**src/rtl/fetch_align_buffer.sv**
```systemverilog
`default_nettype none
// ============================================================================
// Module   : fetch_align_buffer
// Brief    : RV32IC fetch front end; realigns 16-bit parcels into instructions.
// Revision : 1.0
// ============================================================================
module fetch_align_buffer #(
    parameter logic [31:0] RESET_PC    = 32'h0000_0000,
    parameter int          QUEUE_DEPTH = 4
) (
    input  logic        clk,
    input  logic        rst_n,
    input  logic        redirect_valid,
    input  logic [31:0] redirect_pc,
    output logic        imem_req_valid,
    output logic [31:0] imem_req_addr,
    input  logic        imem_req_ready,
    input  logic        imem_rsp_valid,
    input  logic [31:0] imem_rsp_data,
    output logic        instr_valid,
    input  logic        instr_ready,
    output logic [31:0] instr_data,
    output logic [31:0] instr_pc,
    output logic        instr_is_compressed
);

    localparam int c_PTR_W = $clog2(QUEUE_DEPTH);
    localparam int c_CNT_W = $clog2(QUEUE_DEPTH + 1);
    localparam logic [c_PTR_W:0]   c_DEPTH_PTR = (c_PTR_W + 1)'(QUEUE_DEPTH);
    localparam logic [c_CNT_W-1:0] c_DEPTH_CNT = c_CNT_W'(QUEUE_DEPTH);
    localparam logic [c_CNT_W-1:0] c_ONE       = c_CNT_W'(1);
    localparam logic [c_CNT_W-1:0] c_TWO       = c_CNT_W'(2);

    typedef enum logic [0:0] {
        ST_REQ  = 1'b0,
        ST_WAIT = 1'b1
    } state_t;

    state_t               r_state;
    logic [15:0]          r_queue [QUEUE_DEPTH];
    logic [c_PTR_W-1:0]   r_head;
    logic [c_PTR_W-1:0]   r_tail;
    logic [c_CNT_W-1:0]   r_count;
    logic [31:0]          r_head_pc;
    logic [31:0]          r_fetch_addr;
    logic                 r_skip_low;
    logic                 r_discard;

    logic [c_PTR_W-1:0]   w_head_p1;
    logic [c_PTR_W-1:0]   w_tail_p1;
    logic [15:0]          w_p0;
    logic [15:0]          w_p1;
    logic                 w_is_c;
    logic                 w_valid;
    logic                 w_take;
    logic [1:0]           w_pop_n;
    logic [1:0]           w_push_n;
    logic [c_CNT_W-1:0]   w_pop_ext;
    logic [c_CNT_W-1:0]   w_push_ext;
    logic [c_CNT_W-1:0]   w_free;
    logic [c_CNT_W-1:0]   w_need;
    logic [31:0]          w_pc_inc;
    logic                 w_req;
    logic                 w_rsp;

    // Pointers wrap modulo the depth, which need not be a power of two.
    function automatic logic [c_PTR_W-1:0] ptr_add(input logic [c_PTR_W-1:0] ptr,
                                                   input logic [1:0]         n);
        logic [c_PTR_W:0] sum;
        sum = {1'b0, ptr} + {{(c_PTR_W - 1){1'b0}}, n};
        if (sum >= c_DEPTH_PTR) begin
            sum = sum - c_DEPTH_PTR;
        end
        return sum[c_PTR_W-1:0];
    endfunction

    assign w_head_p1 = ptr_add(r_head, 2'd1);
    assign w_tail_p1 = ptr_add(r_tail, 2'd1);
    assign w_p0      = r_queue[r_head];
    assign w_p1      = r_queue[w_head_p1];
    assign w_is_c    = (w_p0[1:0] != 2'b11);
    assign w_valid   = (r_count >= c_ONE) && (w_is_c || (r_count >= c_TWO));

    always_comb begin
        instr_valid         = w_valid;
        instr_data          = 32'd0;
        instr_pc            = 32'd0;
        instr_is_compressed = 1'b0;
        if (w_valid) begin
            instr_pc            = r_head_pc;
            instr_is_compressed = w_is_c;
            instr_data          = w_is_c ? {16'd0, w_p0} : {w_p1, w_p0};
        end
    end

    assign w_take     = w_valid && instr_ready && !redirect_valid;
    assign w_pop_n    = w_take ? (w_is_c ? 2'd1 : 2'd2) : 2'd0;
    assign w_pc_inc   = w_take ? (w_is_c ? 32'd2 : 32'd4) : 32'd0;
    assign w_rsp      = (r_state == ST_WAIT) && imem_rsp_valid && !r_discard && !redirect_valid;
    assign w_push_n   = w_rsp ? (r_skip_low ? 2'd1 : 2'd2) : 2'd0;
    assign w_pop_ext  = {{(c_CNT_W - 2){1'b0}}, w_pop_n};
    assign w_push_ext = {{(c_CNT_W - 2){1'b0}}, w_push_n};

    // Parcels leaving this cycle already count as free space for the next word.
    assign w_free = c_DEPTH_CNT - r_count + w_pop_ext;
    assign w_need = r_skip_low ? c_ONE : c_TWO;
    assign w_req  = rst_n && (r_state == ST_REQ) && !redirect_valid && (w_free >= w_need);

    assign imem_req_valid = w_req;
    assign imem_req_addr  = r_fetch_addr;

    always_ff @(posedge clk) begin
        if (w_rsp) begin
            if (r_skip_low) begin
                r_queue[r_tail] <= imem_rsp_data[31:16];
            end else begin
                r_queue[r_tail]    <= imem_rsp_data[15:0];
                r_queue[w_tail_p1] <= imem_rsp_data[31:16];
            end
        end
    end

    always_ff @(posedge clk or negedge rst_n) begin
        if (!rst_n) begin
            r_state      <= ST_REQ;
            r_head       <= '0;
            r_tail       <= '0;
            r_count      <= '0;
            r_head_pc    <= RESET_PC & ~32'd1;
            r_fetch_addr <= RESET_PC & ~32'd3;
            r_skip_low   <= RESET_PC[1];
            r_discard    <= 1'b0;
        end else if (redirect_valid) begin
            r_head       <= '0;
            r_tail       <= '0;
            r_count      <= '0;
            r_head_pc    <= redirect_pc & ~32'd1;
            r_fetch_addr <= redirect_pc & ~32'd3;
            r_skip_low   <= redirect_pc[1];
            // A response landing in this very cycle is simply dropped; otherwise
            // the stale one still in flight must be swallowed later.
            if (r_state == ST_WAIT) begin
                if (imem_rsp_valid) begin
                    r_state   <= ST_REQ;
                    r_discard <= 1'b0;
                end else begin
                    r_discard <= 1'b1;
                end
            end
        end else begin
            r_head    <= ptr_add(r_head, w_pop_n);
            r_head_pc <= r_head_pc + w_pc_inc;
            r_count   <= r_count - w_pop_ext + w_push_ext;
            case (r_state)
                ST_REQ: begin
                    if (w_req && imem_req_ready) begin
                        r_state      <= ST_WAIT;
                        r_fetch_addr <= r_fetch_addr + 32'd4;
                    end
                end
                ST_WAIT: begin
                    if (imem_rsp_valid) begin
                        r_state   <= ST_REQ;
                        r_discard <= 1'b0;
                        if (!r_discard) begin
                            r_skip_low <= 1'b0;
                            r_tail     <= ptr_add(r_tail, w_push_n);
                        end
                    end
                end
                default: r_state <= ST_REQ;
            endcase
        end
    end

endmodule
`default_nettype wire

```
**config.mk**
```make
export PLATFORM = sky130hd
export DESIGN_NAME = fetch_align_buffer
export DESIGN_NICKNAME = d
export VERILOG_FILES = /design/src/rtl/fetch_align_buffer.sv
export SDC_FILE = /design/constraint.sdc
export NUM_CORES = 1
export LEC_CHECK = 0
export ABC_AREA = 0
export CORE_ASPECT_RATIO = 0.75
export CORE_MARGIN = 2
export CORE_UTILIZATION = 50
export DETAILED_ROUTE_END_ITERATION = 8
export GPL_TIMING_DRIVEN = 0
export PLACE_DENSITY = 0.84
export SYNTH_ARGS = -nofsm -noshare
export SYNTH_HDL_FRONTEND = slang
export SYNTH_SLANG_ARGS = --single-unit
```
**constraint.sdc**
```tcl
create_clock -name clk -period 6.7 [get_ports clk]
set_clock_uncertainty 0.05 [all_clocks]
set_input_delay 1.34 -clock clk [delete_from_list [all_inputs] [get_ports clk]]
set_output_delay 1.34 -clock clk [all_outputs]
set_load 0.01 [all_outputs]
```
==> qor.txt, run 1 <==
crit-path max FO: 10
Worst Path Arrival: 4.90 ns
I/O Pins: 169
P_int: 1.90 mW
final worst slack: 0.408 ns
cts bufs inserted: 17
fraction of layout instances using a drive strength above 1: 0.227
core box area: 16200 sq um
post-synthesis adder-cell area fraction: 0.0247
post-synth top area share: 0.231
antenna violations before repair: 0
IO buf count: 164
Reg power frac: 0.357
root buf cell: clkbuf_16
synth warn: 0
CP Capture Type: output port
HPWL Detailed: 17000 um
power per cell area: 259 nW/um^2
synth top area cells: edfxtp_1, dfrtp_1, mux2_2
vias per cell: 5.99
CP bufs+invs: 5
Worst Setup Path Type: input pin to output port
Slew Limit Fails: 0
Switching Share: 0.323
GPL Wtd Cong: 0.863
first-pass GRT wire length: 36800 um
CP startpoint kind: input pin
Required @ worst endpoint: 5.31 ns
post-synthesis mux area share: 0.219
chip width: 153 um
min cycle time layout: 6.29 ns
Yosys reg bits: 135
largest family of logic cells by synthesized area: multiplexers
Filler cells: 1151
clk_lat worst skew: 0.43 ns
Post-Synth Simple-Gate Area: 0.171
CP top delay family: buffers and inverters
Syn-to-layout area delta: 30.5%
Setup WS pre-CTS: 0.172 ns
Synth Instances: 692
post-cts hold buffer count: 0
row count: 40
CTS tree: built
Antenna Nets Post-Route: 0
Ant. Diodes: 0
endpoints failing setup: 0
height of the die: 116 um
clock buffer depth: 2
vias in the first global route: 6600
post-CTS sizing: 0
worst slew pin tran: 1.03 ns
Slew headroom: 0.309
area leader, netlist: edfxtp_1
synth cell count leaders: mux2_2, dfrtp_1, nor2b_1
Total GRT Usage: 0.272
fin util: 0.672
Vias: 6596
die area: 17700 sq um
DR pass1 iterations: 5
RSZ-0062 raised after global routing: false
number of flops mapped to enable cells by yosys: 64
setup bufs post-CTS: 0
Fin Setup TNS: 0 ns
Synth Area in Compound Gates: 0.0549
most common cell in the netlist: mux2_2
Max-cap violations: 0
clock share of power: 0.333
Max Freq: 0.159 GHz
CP Cell Sequence: clkdlybuf4s50_1, clkbuf_1, or3_1, inv_1, fa_1, ha_1, a211oi_2, buf_2, nor4b_1, clkdlybuf4s50_1
Final Cycle Share: 0.939
Gate power share: 0.310
Synth Area per Inst: 12.0 sq um
clock sinks: 135
P_sw: 0.906 mW
final hold violations: 0
GRT Residual Overflow: 0
wire per inst: 21.3 um
Initial Util: 0.515
# DRC: 0
layout net count: 962
Unique masters post-synth: 63
ys async rst share: 0.526
XOR/XNOR share of the synthesized area: 0.0495
Primary FF master, synth: dfrtp_1
slowest CP cell: clkdlybuf4s50_1
H-tree levels: 4
CP peak stage delay: 0.63 ns
DR iter-0 viols: 570
Reg clk slew, reported paths: 0.06 ns
run status: completed
Leak Pwr: 3.96 nW
crit-path most repeated cell: clkdlybuf4s50_1
Worst Hold Class: flip-flop to flip-flop
largest net degree at the start of global routing: 64
detailed-route wire length: 23500 um
cell area after synthesis: 8320 sq um
Seq/Total Area, Yosys: 0.444
VDD IR max: 191 uV
## state kept, by name (all words and copies together) (netlist names)
register       cells
r_count            3
r_skip_low         1
imem_req_addr     30
r_discard          1
r_head             2
r_head_pc         31
r_queue           64
r_tail             2
r_state            1
## cell type report
type	instances	area, sq um	share of cell area
buffer	41	203	0.0187
clock buffer	17	425	0.0392
clock inverter	15	160	0.0148
inverter	26	97.6	0.00899
multi-input combinational	491	4330	0.399
sequential	135	3700	0.341
tap	210	263	0.0242
timing repair buffer	166	1680	0.155
## tightest hold or removal path: stages, from the launching register on
cell,delay (ns)
dfrtp_1,0.35
nand3_1,0.08
nand3_1,0.06
## layer usage
metal	global-route usage	wire [um]	vias up
met5	0	0	-
met4	0.0988	602	0
met3	0.0688	1870	53
met2	0.416	10900	344
met1	0.381	10100	3243
li1	-	-	2956
## kinds of logic (layout without fill, tap and decap cells)
kind of cell,Yosys count,in the layout
and+or+nand+nor,235,235
DFF,135,135
muxes,130,130
buffers and inverters,68,265
AOI/OAI and AO/OA,62,62
xor gates and xnor gates,47,47
adders and majority gates,14,14
other,1,3
## cells in the final DEF, fill, tap and decap left out, types with 15 or more instances in the layout
cell,instances
xor2_1,32
xnor2_1,15
nor2b_1,66
dfrtp_1,71
nand3_1,25
clkdlybuf4s50_1,163
mux4_2,32
nor2_1,16
clkbuf_16,17
mux2_2,94
nand4_1,19
inv_1,25
edfxtp_1,64
o21ai_0,19
nand2_1,33
## final timing paths
kind | from | to | slack [ns] | depth (start not counted)
setup / recovery | redirect_valid | imem_req_valid | 0.41 | 10
max in group asynchronous | rst_n | r_head_pc[1]$_DFF_PN0_ | 5.36 | 2
hold reg to reg | r_head_pc[31]$_DFF_PN0_ | r_head_pc[31]$_DFF_PN0_ | 0.48 | 2
min in group asynchronous | rst_n | r_head_pc[22]$_DFF_PN0_ | 0.70 | 1
hold / removal | r_head_pc[31]$_DFF_PN0_ | r_head_pc[31]$_DFF_PN0_ | 0.48 | 2
setup reg to reg | r_head[0]$_DFF_PN0_ | r_head_pc[24]$_DFF_PN0_ | 2.21 | 12
## power groups by stage
stage	combinational (mW)	clock, mW	sequential, mW
2_1_floorplan	0.445	0	1.01
3_3_place_gp	0.852	0	1.01
3_5_place_dp	0.868	0	1.02
4_1_cts	0.877	0.943	1.00
5_1_grt	0.941	0.985	1.01
6_report	0.872	0.936	1.00
## stage by stage
step           hold slack [ns]  total power, mW  std cells  cell area (sq um)
2_1_floorplan            0.432             1.45        694               8330
3_3_place_gp             0.452             1.86       1068              10200
3_5_place_dp             0.463             1.88       1070              10300
4_1_cts                  0.477             2.82       1102              10900
5_1_grt                  0.498             2.94       1101              10900
6_report                 0.476             2.81       1101              10900
Power figures use the tool's default switching activity.
==> run 2, diff against run 1 <==
PLACE_DENSITY = 0.78   (was 0.84)
clock period = 7.5 ns   (was 6.7 ns; I/O delays follow)
==> qor.txt, run 2 (synthesis gave the netlist of run 1 again) <==
run status: completed (unchanged)
worst reg2reg path depth: 12 (unchanged)
Slew Limit Fails: 0 (unchanged)
CTS tree: built (unchanged)
r2r startpoint: r_head[0]$_DFF_PN0_ (unchanged)
Initial Util: 0.515 (unchanged)
antenna violations before repair: 1 (was 0)
Worst Hold Class: flip-flop to flip-flop (unchanged)
Leak Pwr: 4.03 nW (was 3.96 nW)
cts bufs inserted: 17 (unchanged)
Hold Slack: 0.479 ns (was 0.476 ns)
VDD IR max: 159 uV (was 191 uV)
GRT Residual Overflow: 0 (unchanged)
HPWL Detailed: 17300 um (was 17000 um)
FF-to-FF setup slack: 2.95 ns (was 2.21 ns)
placed inst area: 10300 sq um (unchanged)
crit-path max FO: 10 (unchanged)
largest net degree at the start of global routing: 65 (was 64)
number of flip-flops in the largest register: 64 (unchanged)
Syn-to-layout area delta: 32.1% (was 30.5%)
detailed-route wire length: 24100 um (was 23500 um)
RSZ-0062 raised after global routing: false (unchanged)
power per cell area: 245 nW/um^2 (was 259 nW/um^2)
Max-cap violations: 0 (unchanged)
endpoints failing setup: 0 (unchanged)
Total GRT Usage: 0.277 (was 0.272)
worst r2r dst: r_head_pc[22]$_DFF_PN0_ (was r_head_pc[24]$_DFF_PN0_)
final hold violations: 0 (unchanged)
Antenna Nets Post-Route: 0 (unchanged)
die area: 17700 sq um (unchanged)
I/O Pins: 169 (unchanged)
worst slew pin tran: 1.16 ns (was 1.03 ns)
CP Capture Type: output port (unchanged)
CP startpoint kind: input pin (unchanged)
GPL Wtd Cong: 0.898 (was 0.863)
DR pass1 iterations: 6 (was 5)
row count: 40 (unchanged)
Vias: 6595 (was 6596)
IO buf count: 164 (unchanged)
wire per inst: 21.9 um (was 21.3 um)
H-tree levels: 4 (unchanged)
total power: 2.69 mW (was 2.81 mW)
chip width: 153 um (unchanged)
DR iter-0 viols: 775 (was 570)
Ant. Diodes: 0 (unchanged)
vias in the first global route: 6778 (was 6600)
fraction of layout instances using a drive strength above 1: 0.226 (was 0.227)
most common cell after layout, fill and taps aside: clkdlybuf4s50_1 (unchanged)
fin util: 0.680 (was 0.672)
Min-Delay Endpoint: r_discard$_DFFE_PN0P_ (was r_head_pc[31]$_DFF_PN0_)
vias per cell: 5.98 (was 5.99)
Finished Cell Area: 11000 sq um (was 10900 sq um)
Required @ worst endpoint: 5.95 ns (was 5.31 ns)
post-CTS sizing: 0 (unchanged)
clock sinks: 135 (unchanged)
hold_sp: r_discard$_DFFE_PN0P_ (was r_head_pc[31]$_DFF_PN0_)
Reg clk slew, reported paths: 0.06 ns (about the same)
first-pass GRT wire length: 37600 um (was 36800 um)
Largest Register: r_queue (unchanged)
post-cts hold buffer count: 0 (unchanged)
Worst Setup Path Type: input pin to output port (unchanged)
setup bufs post-CTS: 0 (unchanged)
core box area: 16200 sq um (unchanged)
worst hold path depth: 2 (unchanged)
# DRC: 0 (unchanged)
Slew headroom: 0.217 (was 0.309)
Max Freq: 0.147 GHz
height of the die: 116 um (unchanged)
Final Cycle Share: 0.908
clock buffer depth: 2 (unchanged)
Worst Path Arrival: 5.26 ns (was 4.90 ns)
layout net count: 963 (was 962)
root buf cell: clkbuf_16 (unchanged)
Filler cells: 1197 (was 1151)
Fin Setup TNS: 0 ns (unchanged)
commonest cells after routing, fill and taps aside: clkdlybuf4s50_1, mux2_2, dfrtp_1 (unchanged)
clk_lat worst skew: 0.43 ns (about the same)
min cycle time layout: 6.81 ns
run 2: changes by cell type in the layout (fill, tap and decap cells not counted), moves of 2 or more:
cell | before | now
bufinv_16 | 1 | 5
clkbuf_16 | 17 | 20
clkbuf_8 | 0 | 3
clkinv_4 | 3 | 1
inv_4 | 0 | 2
inv_6 | 4 | 0
inv_8 | 5 | 0
run 2: critical path: stages:
cell	delay, ns
clkdlybuf4s50_1	0.46
inv_2	0.19
buf_1	0.53
nand3_1	0.19
ha_1	0.23
inv_1	0.06
fa_1	0.41
ha_1	0.30
a211oi_2	0.10
buf_2	0.22
nor4b_1	0.43
clkdlybuf4s50_1	0.62
run 2: worst max path at each step:
stage / startpoint / end / slack, ns / depth (start not counted)
floorplan: redirect_valid / imem_req_valid / 2.27 / 10
global placement: rst_n / imem_req_valid / 0.38 / 3
detailed placement: redirect_valid / imem_req_valid / 0.75 / 12
CTS: redirect_valid / imem_req_valid / 0.77 / 12
global route: redirect_valid / imem_req_valid / 0.51 / 12
finish: redirect_valid / imem_req_valid / 0.69 / 12
run 2: area by class of cell:
class                           instances  area [sq um]  share of cell area
Sequential cell                       135          3700               0.336
Inverter                               26          97.6             0.00888
Clock buffer                           23           542              0.0493
Multi-Input combinational cell        491          4330               0.394
Timing Repair Buffer                  166          1680               0.153
Tap cell                              210           263              0.0239
Buffer                                 42           206              0.0188
Clock inverter                          9           176              0.0160
run 2: metal layers:
metal	routed length, um	vias up	global-route usage	part of all wire
li1	-	2934	-	-
met1	10300	3303	0.385	0.43
met2	11500	316	0.438	0.48
met3	1880	42	0.0699	0.078
met4	418	0	0.0765	0.017
met5	0	-	0	0
run 2: through the flow:
| step | instances | worst slack, ns |
|---|---|---|
| final | 1102 | 0.689 |
| after detailed placement | 1070 | 0.751 |
| after global routing | 1102 | 0.511 |
| after floorplan | 694 | 2.27 |
| after global placement | 1068 | 0.381 |
| after CTS | 1102 | 0.769 |
run 2: power breakdown:
part	switching (mW)	internal [mW]	total, mW
Clock	0.329	0.677	1.01
Combinational	0.387	0.399	0.786
Sequential	0.0666	0.831	0.898
==> run 3, diff against run 2 <==
RECOVER_POWER = 50   (was not set)
==> qor.txt, run 3 (synthesis gave the netlist of run 1 again) <==
run status: completed (unchanged)
Antenna Nets Post-Route: 0 (unchanged)
Vias: 6675 (was 6595)
IO buf count: 164 (unchanged)
Worst Path Arrival: 5.47 ns (was 5.26 ns)
min cycle time layout: 7.02 ns (was 6.81 ns)
row count: 40 (unchanged)
Max Freq: 0.142 GHz (was 0.147 GHz)
CTS tree: built (unchanged)
worst slew pin tran: 1.12 ns (was 1.16 ns)
detailed-route wire length: 24100 um (about the same)
final hold violations: 0 (unchanged)
Hold Slack: 0.482 ns (was 0.479 ns)
Slew Limit Fails: 0 (unchanged)
clock sinks: 135 (unchanged)
fraction of layout instances using a drive strength above 1: 0.213 (was 0.226)
layout net count: 963 (unchanged)
met1 usage: 0.385 (unchanged)
setup bufs post-CTS: 0 (unchanged)
DR pass1 iterations: 7 (was 6)
root buf cell: clkbuf_16 (unchanged)
antenna violations before repair: 2 (was 1)
CP startpoint kind: input pin (unchanged)
slowest CP cell: clkdlybuf4s50_1 (unchanged)
vias per cell: 6.06 (was 5.98)
VDD IR max: 157 uV (was 159 uV)
core box area: 16200 sq um (unchanged)
cts bufs inserted: 17 (unchanged)
commonest cells after routing, fill and taps aside: clkdlybuf4s50_1, mux2_2, dfrtp_1 (unchanged)
GR peak layer: met2 (unchanged)
# DRC: 0 (unchanged)
Total GRT Usage: 0.277 (unchanged)
worst hold path depth: 2 (unchanged)
H-tree levels: 4 (unchanged)
fin cells: 1102 (unchanged)
die area: 17700 sq um (unchanged)
Worst Setup Path Type: input pin to output port (unchanged)
wire per inst: 21.9 um (about the same)
Initial Util: 0.515 (unchanged)
worst reg2reg path depth: 12 (unchanged)
Leak Pwr: 4.02 nW (was 4.03 nW)
CP Cell Sequence: dlygate4sd3_1, inv_1, clkbuf_1, nand3_1, ha_1, inv_1, fa_1, ha_1, a211oi_2, buf_2, nor4b_1, clkdlybuf4s50_1 (was clkdlybuf4s50_1, inv_2, buf_1, nand3_1, ha_1, inv_1, fa_1, ha_1, a211oi_2, buf_2, nor4b_1, clkdlybuf4s50_1)
largest net degree at the start of global routing: 65 (unchanged)
CP peak stage delay: 0.62 ns (about the same)
Fin Setup TNS: 0 ns (unchanged)
first-pass GRT wire length: 37600 um (unchanged)
chip width: 153 um (unchanged)
Final Cycle Share: 0.936 (was 0.908)
I/O Pins: 169 (unchanged)
met2 usage: 0.438 (unchanged)
post-CTS sizing: 0 (unchanged)
RSZ-0062 raised after global routing: false (unchanged)
Largest Register: r_queue (unchanged)
most common cell after layout, fill and taps aside: clkdlybuf4s50_1 (unchanged)
vias in the first global route: 6778 (unchanged)
Syn-to-layout area delta: 31.4% (was 32.1%)
CP Capture Type: output port (unchanged)
endpoints failing setup: 0 (unchanged)
DP Cell Count: 1070 (unchanged)
Reg clk slew, reported paths: 0.06 ns (about the same)
HPWL Detailed: 17300 um (unchanged)
crit-path max FO: 10 (unchanged)
clock buffer depth: 2 (unchanged)
Filler cells: 1212 (was 1197)
Slew headroom: 0.243 (was 0.217)
post-cts hold buffer count: 0 (unchanged)
GRT met3 Usage: 0.0699 (unchanged)
Max-cap violations: 0 (unchanged)
GRT Residual Overflow: 0 (unchanged)
number of flip-flops in the largest register: 64 (unchanged)
Worst Hold Class: flip-flop to flip-flop (unchanged)
clk_lat worst skew: 0.43 ns (about the same)
power per cell area: 245 nW/um^2 (about the same)
Required @ worst endpoint: 5.95 ns (about the same)
DR iter-0 viols: 727 (was 775)
GPL Wtd Cong: 0.898 (unchanged)
Ant. Diodes: 0 (unchanged)
height of the die: 116 um (unchanged)
[run 3: cell types whose count changed in the layout (fill, tap and decap cells not counted), moves of 3 or more]
cell,delta
buf_1,-3
clkdlybuf4s50_1,-32
clkbuf_1,+9
a21oi_1,+3
a21oi_4,-3
dlygate4sd3_1,+32
buf_4,-5
[run 3: stage by stage]
stage	util	cell area, sq um	power (mW)	worst slack [ns]
after CTS	0.680	11000	2.69	0.769
after global placement	0.633	10200	1.66	0.381
after floorplan	-	8330	1.30	2.27
final	0.676	10900	2.68	0.481
after detailed placement	0.636	10300	1.69	0.751
after global routing	0.676	10900	2.78	0.275
[run 3: power breakdown]
part | leakage, nW | switching, mW | internal (mW) | total, mW
clock network | 0.356 | 0.328 | 0.677 | 1.01
logic | 2.24 | 0.386 | 0.390 | 0.776
registers | 1.43 | 0.0649 | 0.831 | 0.896
[run 3: metal layers]
layer	vias to the layer above	routed length (um)
met5	-	13
met1	3332	10100
met4	2	372
met3	43	2090
li1	2941	-
met2	357	11500
[run 3: area by class of cell]
cell class              count  area [sq um]  share of cell area
repair buffers            166          1670               0.153
clock inverters             9           176              0.0161
plain buffers              42           190              0.0174
clock buffers              23           542              0.0496
inverters                  26          97.6             0.00893
multi-input cells         491          4290               0.392
well taps                 210           263              0.0240
flip-flops and latches    135          3700               0.338
[run 3: critical path: cells and delay by family]
family                     cells  cell delay (ns)
buffers and inverters          6             2.32
adders and majority gates      3             0.94
and+or+nand+nor                2             0.62
AOI/OAI and AO/OA              1             0.09
[run 3: worst paths after layout]
check	slack (ns)	to	startpoint
setup / recovery	0.48	imem_req_valid	redirect_valid
hold / removal	0.48	r_discard$_DFFE_PN0P_	r_discard$_DFFE_PN0P_
setup reg to reg	3.02	r_head_pc[22]$_DFF_PN0_	r_head[0]$_DFF_PN0_
hold reg to reg	0.48	r_discard$_DFFE_PN0P_	r_discard$_DFFE_PN0P_
max in group asynchronous	5.63	r_count[0]$_DFF_PN0_	rst_n
min in group asynchronous	1.01	r_head_pc[20]$_DFF_PN0_	rst_n
==> patch (config.mk and constraints of run 3) <==
Reset style: synchronous (`rst_n`), changed in one clocked block.
--- a/src/rtl/fetch_align_buffer.sv
+++ b/src/rtl/fetch_align_buffer.sv
@@ -122,3 +122,3 @@
 
-    always_ff @(posedge clk or negedge rst_n) begin
+    always_ff @(posedge clk) begin
         if (!rst_n) begin
Behaviour: differs if rst_n is asserted again (counterexample within 4 cycles, from zero or initial values and one cycle with rst_n low); with rst_n held inactive, the same outputs for 4 cycles.
==> patch against run 3 <==
- the run now ends with capacitance limit, slew limit left
- sequential cell count stayed put
- critical path depth stayed put
- synthesized area is 7.3% lower
- cell count is 1.0% higher
- largest cell class unchanged
- worst setup slack worse by 0.15 ns
- wire length is 9.9% lower
- cell area is 5.9% lower
- die area is 7.1% lower
Power is not compared: it rests on default switching activity, and its combinational part moved more than twofold at a synthesized area within 25%.
==> patch: results (changes against run 3) <==
Run status
The run finished, with violations left. The final reports fail on capacitance limit, slew limit.

Finish
The filler-free cell count of the finished design is 1113 (+1.0%). The count of inverters other than clock inverters in the layout is 20 (-23%). The count of nets after finishing is 979 (+1.7%). The filler cell count is 1203 (-0.74%). The share of final-layout standard cells stronger than drive strength 1 is 16.0% (-5.3 points). The total of clock buffers placed in the layout is 18 (-22%). The relative area of clock buffers and inverters in the final design is 6.41% (-0.16 points). The non-clock buffering overhead in the final layout is 18.1% (+1.0 points). The number of multi-input combinational cells in the layout is 508 (+3.5%). The total of plain and repair buffers excluding clock buffers is 213 (+2.4%). The multi-input gate area in the final layout is 0.00410 mm^2 (-4.5%).

Global route
The number of global-route vias before repair was 6191 (-8.7%). The initial antenna violation count is 0 (-2). The total routing usage reported by global routing is 26.9% (-0.80 points). The largest net degree at the start of global routing came to 17 (-74%).

STA
The worst hold slack is 0.428 ns (-0.0537 ns). The max-slew violation count was 14 (+14).

Logic synthesis
The sequential cell area fraction in the yosys report was 43.3% (-1.1 points). By area the synthesized netlist is led by sky130_fd_sc_hd__edfxtp_1 (25%), sky130_fd_sc_hd__dfxtp_1 (18%), sky130_fd_sc_hd__mux2_2 (9.5%). After synthesis, the most frequently instantiated cells are sky130_fd_sc_hd__dfxtp_1 (71), sky130_fd_sc_hd__mux2_2 (65), sky130_fd_sc_hd__edfxtp_1 (64), sky130_fd_sc_hd__nor2b_1 (64), sky130_fd_sc_hd__a21oi_1 (48). The post-synthesis mux area share is 19.4% (-2.5 points).

The xor/xnor share of the synthesized area is 5.34% (+0.39 points). The number of distinct library cells after synthesis is 58 (-7.9%).

Job
The max-capacitance violation count is 2 (+2).

Placed design
The placed wire-length estimate after detailed placement is 15.9 mm (-8.0%). The post-placement cell area is 0.00968 mm^2 (-5.7%).

Worst hold path
The end point of the worst hold path is r_discard.

Drt
The overall routed net length is 21.7 mm (-9.9%). The number of vias in the routed layout is 6429 (-3.7%).

Worst setup path
The critical path's slowest cell is sky130_fd_sc_hd__dlygate4sd3_1. The arrival time at the worst endpoint is 5.62 ns (+0.15 ns).
-- patch: power groups by stage --
stage	registers, mW	clock network (mW)	logic, mW
after detailed placement	0.845	0	0.208
after floorplan	0.843	0	0.0987
after global routing	0.834	0.977	0.223
after global placement	0.846	0	0.203
final	0.831	0.942	0.206
after CTS	0.830	0.946	0.211
-- patch: per-layer routing --
layer | track usage, % | routed length (um)
met1 | 39.2 | 9830
met2 | 40.9 | 9970
met3 | 5.08 | 1670
met4 | 8.08 | 253
met5 | 0 | 0
-- patch: worst max-delay path by stage --
stage,cells past startpoint,slack [ns],end,startpoint
2_1_floorplan,8,2.17,imem_req_valid,redirect_valid
3_3_place_gp,4,-1.18,r_queue[1][7],redirect_valid
3_5_place_dp,12,0.54,imem_req_valid,redirect_valid
4_1_cts,12,0.53,imem_req_valid,redirect_valid
5_1_grt,12,0.15,imem_req_valid,redirect_valid
6_report,12,0.33,imem_req_valid,redirect_valid
